[src/rtl/trap_ctrl.sv]
// trap_ctrl: machine-mode ECALL/MRET trap sequencer and EXU-to-csrs port forwarder
module trap_ctrl #(
    parameter int                        REG_WIDTH      = 32,
    parameter int                        CSR_ADDR_WIDTH = 12,
    parameter logic [CSR_ADDR_WIDTH-1:0] MSTATUS_ADDR   = 12'h300,
    parameter logic [CSR_ADDR_WIDTH-1:0] MTVEC_ADDR     = 12'h305,
    parameter logic [CSR_ADDR_WIDTH-1:0] MEPC_ADDR      = 12'h341,
    parameter logic [CSR_ADDR_WIDTH-1:0] MCAUSE_ADDR    = 12'h342,
    parameter logic [REG_WIDTH-1:0]      ECALL_CAUSE    = 32'd11
) (
    input  logic                      clk,
    input  logic                      rst,
    input  logic                      ecall_in,
    input  logic                      mret_in,
    input  logic [REG_WIDTH-1:0]      pc_in,
    input  logic                      ex_csr_wr_en_in,
    input  logic [CSR_ADDR_WIDTH-1:0] ex_csr_wr_addr_in,
    input  logic [REG_WIDTH-1:0]      ex_csr_wr_data_in,
    input  logic [CSR_ADDR_WIDTH-1:0] ex_csr_rd_addr_in,
    input  logic [REG_WIDTH-1:0]      csr_rd_data_in,
    output logic                      csr_wr_en_out,
    output logic [CSR_ADDR_WIDTH-1:0] csr_wr_addr_out_1,
    output logic [REG_WIDTH-1:0]      csr_wr_data_out_1,
    output logic [CSR_ADDR_WIDTH-1:0] csr_wr_addr_out_2,
    output logic [REG_WIDTH-1:0]      csr_wr_data_out_2,
    output logic [CSR_ADDR_WIDTH-1:0] csr_rd_addr_out,
    output logic [REG_WIDTH-1:0]      ex_csr_rd_data_out,
    output logic                      busy_out,
    output logic                      redirect_valid_out,
    output logic [REG_WIDTH-1:0]      redirect_pc_out
);
    typedef enum logic [2:0] {IDLE, T_WR, T_RD, M_RD, REDIR} state_t;
    state_t                 state_q, state_d;
    logic [REG_WIDTH-1:0]   pc_q, pc_d, target_q, target_d;
    logic                   idle, unused_ok;
    assign unused_ok = ^MSTATUS_ADDR;
    assign idle = state_q == IDLE;
    always_ff @(posedge clk or posedge rst) begin
        if (rst) begin
            state_q  <= IDLE;
            pc_q     <= '0;
            target_q <= '0;
        end else begin
            state_q  <= state_d;
            pc_q     <= pc_d;
            target_q <= target_d;
        end
    end
    always_comb begin
        state_d = state_q;
        case (state_q)
            IDLE:  state_d = ecall_in ? T_WR : mret_in ? M_RD : IDLE;
            T_WR:  state_d = T_RD;
            T_RD:  state_d = REDIR;
            M_RD:  state_d = REDIR;
            REDIR: state_d = IDLE;
            default: state_d = IDLE;
        endcase
    end
    // Only direct-mode vectors are supported, so the low two bits are always dropped.
    always_comb begin
        pc_d     = (idle && ecall_in) ? pc_in : pc_q;
        target_d = (state_q == T_RD || state_q == M_RD) ? {csr_rd_data_in[REG_WIDTH-1:2], 2'b00} : target_q;
    end
    always_comb begin
        busy_out           = !idle;
        redirect_valid_out = state_q == REDIR;
        redirect_pc_out    = target_q;
        csr_wr_en_out      = idle ? ex_csr_wr_en_in : state_q == T_WR;
        csr_wr_addr_out_1  = idle ? ex_csr_wr_addr_in : state_q == T_WR ? MEPC_ADDR : '0;
        csr_wr_data_out_1  = idle ? ex_csr_wr_data_in : state_q == T_WR ? pc_q : '0;
        csr_wr_addr_out_2  = idle ? ex_csr_wr_addr_in : state_q == T_WR ? MCAUSE_ADDR : '0;
        csr_wr_data_out_2  = idle ? ex_csr_wr_data_in : state_q == T_WR ? ECALL_CAUSE : '0;
        csr_rd_addr_out    = idle ? ex_csr_rd_addr_in : state_q == T_RD ? MTVEC_ADDR :
                             state_q == M_RD ? MEPC_ADDR : '0;
        ex_csr_rd_data_out = idle ? csr_rd_data_in : '0;
    end
endmodule

[config.mk]
export PLATFORM = sky130hd
export DESIGN_NAME = trap_ctrl
export DESIGN_NICKNAME = d
export VERILOG_FILES = /design/src/rtl/trap_ctrl.sv
export SDC_FILE = /design/constraint.sdc
export NUM_CORES = 1
export LEC_CHECK = 0
export ABC_AREA = 1
export CAP_MARGIN = 20
export CORE_MARGIN = 5
export CORE_UTILIZATION = 33
export CTS_CLUSTER_SIZE = 20
export DETAILED_ROUTE_END_ITERATION = 12
export GPL_TIMING_DRIVEN = 0
export PLACE_DENSITY = 0.81
export SLEW_MARGIN = 10
export SYNTH_ARGS = -nofsm -noshare
export SYNTH_HDL_FRONTEND = slang
export SYNTH_SLANG_ARGS = --single-unit
[constraint.sdc]
create_clock -name clk -period 2.6 [get_ports clk]
set_clock_uncertainty 0.1 [all_clocks]
set_input_delay 0.26 -clock clk [delete_from_list [all_inputs] [get_ports clk]]
set_output_delay 0.26 -clock clk [all_outputs]
set_load 0.005 [all_outputs]
==> metrics.txt <==
status=finished clean; commonest cells in the netlist=nand2_1 (205), inv_1 (86), dfrtp_1 (65), nor2_1 (53), o21ai_0 (35); WL per Instance=about 15 um; Pleak=3.59 nW; unrepaired setup endpoints after global routing=yes; DRC=0; CP required=about 2.2 ns; # setup viols final=0; Netlist cell types=20; VDD IR max=0.686 mV; Die X=115 um; num ports=~300; final instance area=around 7000 sq um; Post-Syn Area=3630 sq um; CTS tree=built; Cell Pwr Density=1110 nW/um^2; Tmin final=2.51 ns; Worst Path Class, Setup=reg -> out; first-pass GRT wire length=around 22 mm; hold_ws=between 0.1 and 0.15 ns; setup_tns=0 ns; Starting DRT DRC Count=172; crit-path most repeated cell=inv_2; hold_buf cts=0; syn_area_per_cell=6.79 sq um; antenna diode count=0; Area Overhead vs Synth=91.7%; Initial Utilization=around 34%; Synth Register Bits=65; Post-Route WL=~15 mm; fin util=64.5%; CP Launch Type=flip-flop; dpl cell area=around 6700 sq um; Min-Delay Path Class=in -> async; Core Area=10,800 sq um; leading area contributor after synthesis=dfrtp_1; final worst-path cycle share=96.5%; Crit Path Max Fanout=10; reg-to-reg setup timing slack=1.07 ns; register area=roughly 1600 sq um; crit path DAT=2.15 ns; port bufs=roughly 290; clock root buffer=clkbuf_8; FILL cells=969; Core Rows=38; Slowest cell on crit path=clkdlybuf4s50_1; main flop type after synthesis=dfrtp_1; GRT Util Overall=between 20% and 30%; Crit. End Element=output port; sequential fraction of the synthesis area=44.8%; GRT Residual Overflow=0; via density per instance=4.43; Vias=approximately 4.4k; top-count cell post-synth=nand2_1; multi-input logic area=1460 sq um; number of flops mapped to enable cells by yosys=0; Post-synth ARST share=100%; Yosys top cell area share=44.8%; later-pin clock latency in the skew report=0.33 ns; share of cells above drive strength 1=8.53%; largest net degree at the start of global routing=50; Max Freq=0.399 GHz; die area=approximately 13,000 sq um; initial antenna violation count=0; vias in the first global route=roughly 4.3k; DR pass1 iterations=4; Hold Vio Cnt, Final=0; fin nets=964; Detail Route Antenna Nets=0; Final HPWL DP=12.0 mm; RePlAce Congestion=0.826; CTS Buf Count=9; worst path cell trace=inv_2 -> nand2_4 -> nor2_8 -> inv_2 -> clkbuf_4 -> nor2_2 -> buf_4 -> clkdlybuf4s50_1; Pins Over Slew Limit=0; Worst-path clk slew=0.07 ns; Largest stage delay, worst path=0.48 ns; Ys Warns=0; Area contributors post-synth=dfrtp_1 (45%), nand2_1 (21%), inv_1 (8.9%), nand4_1 (5.5%), nor2_1 (5.5%); Synth Instances=between 500 and 600; H-tree depth=3; Clock Path Buffers=2; Max Cap Viol=0; CTS sink cnt=65; Die Ht=around 110 um
-- cell families after synthesis --
family	share of synthesized area, %
buffers and inverters	15.9
AND/OR/NAND/NOR	34.3
other	0.103
flip-flops	44.8
AO/OA/AOI/OAI	4.96
-- worst max-delay path: cells and delay by family, from the launching register on --
kind	cells	cell delay [ns]
buffers and inverters	5	0.99
and+or+nand+nor	3	0.41
DFF	1	0.41
-- repair_timing --
| action | CTS | global route |
|---|---|---|
| pin swaps | 1 | 0 |
| buffers inserted | 2 | 1 |
| setup endpoints to repair | 26 | 55 |
| resized for setup | 3 | 14 |
-- state kept, by name, indices dropped and copies added (netlist names) --
name / flops
state_q: 3
pc_q: 32
redirect_pc_out: 30
-- layout make-up --
cell class              count  share of cell area [%]
clock buffers              11                    2.03
clock inverters             5                   0.449
inverters                  90                    4.89
multi-input cells         337                    21.0
plain buffers              44                    3.63
repair buffers            292                    42.1
well taps                 140                    2.52
flip-flops and latches     65                    23.4
-- power by group --
group	internal, mW	switching [mW]	total, mW
Clock	0.369	0.389	0.758
Combinational	2.85	2.36	5.20
Sequential	1.50	0.256	1.76
Total	4.72	3.00	7.72
-- final timing paths --
kind | from | to | cells after the start
max | state_q[2] | csr_wr_addr_out_2[3] | 8
min | rst | redirect_pc_out[12] | 2
max reg2reg | state_q[1] | redirect_pc_out[14] | 4
min reg2reg | pc_q[9] | pc_q[9] | 2
max in group asynchronous | rst | state_q[1] | 3
min in group clk | ecall_in | pc_q[12] | 3
-- through the flow --
stage	std cells	power (mW)	worst slack, ns
final	984	7.72	0.0912
after global routing	984	8.40	-0.0236
after floorplan	536	3.76	0.614
after detailed placement	965	6.95	0.240
after CTS	983	7.77	0.00683
after global placement	964	6.86	-0.590
-- metal layers --
layer  track usage (%)  part of all wire [%]  vias to the layer above
met5                 0                     0                        -
met4              5.87                   1.9                        0
met3              7.84                   9.5                       14
met2              39.1                    51                      179
met1              23.9                    38                     1959
li1                  -                     -                     2209
-- cells in the final DEF (no fill, tap or decap), types with 2 or more instances in the layout --
cell type,instances
clkinv_2,3
inv_2,4
clkdlybuf4s50_1,288
nor2_4,3
nor2_2,6
dfrtp_1,64
clkbuf_8,10
buf_4,16
nand2_1,205
nor2_1,46
inv_1,85
buf_2,19
nand3_1,2
nor3_1,2
o21ai_0,35
conb_1,2
clkbuf_1,8
buf_1,2
nand4_1,32
clkbuf_4,2
No activity file was read; power rests on OpenSTA's default activity.
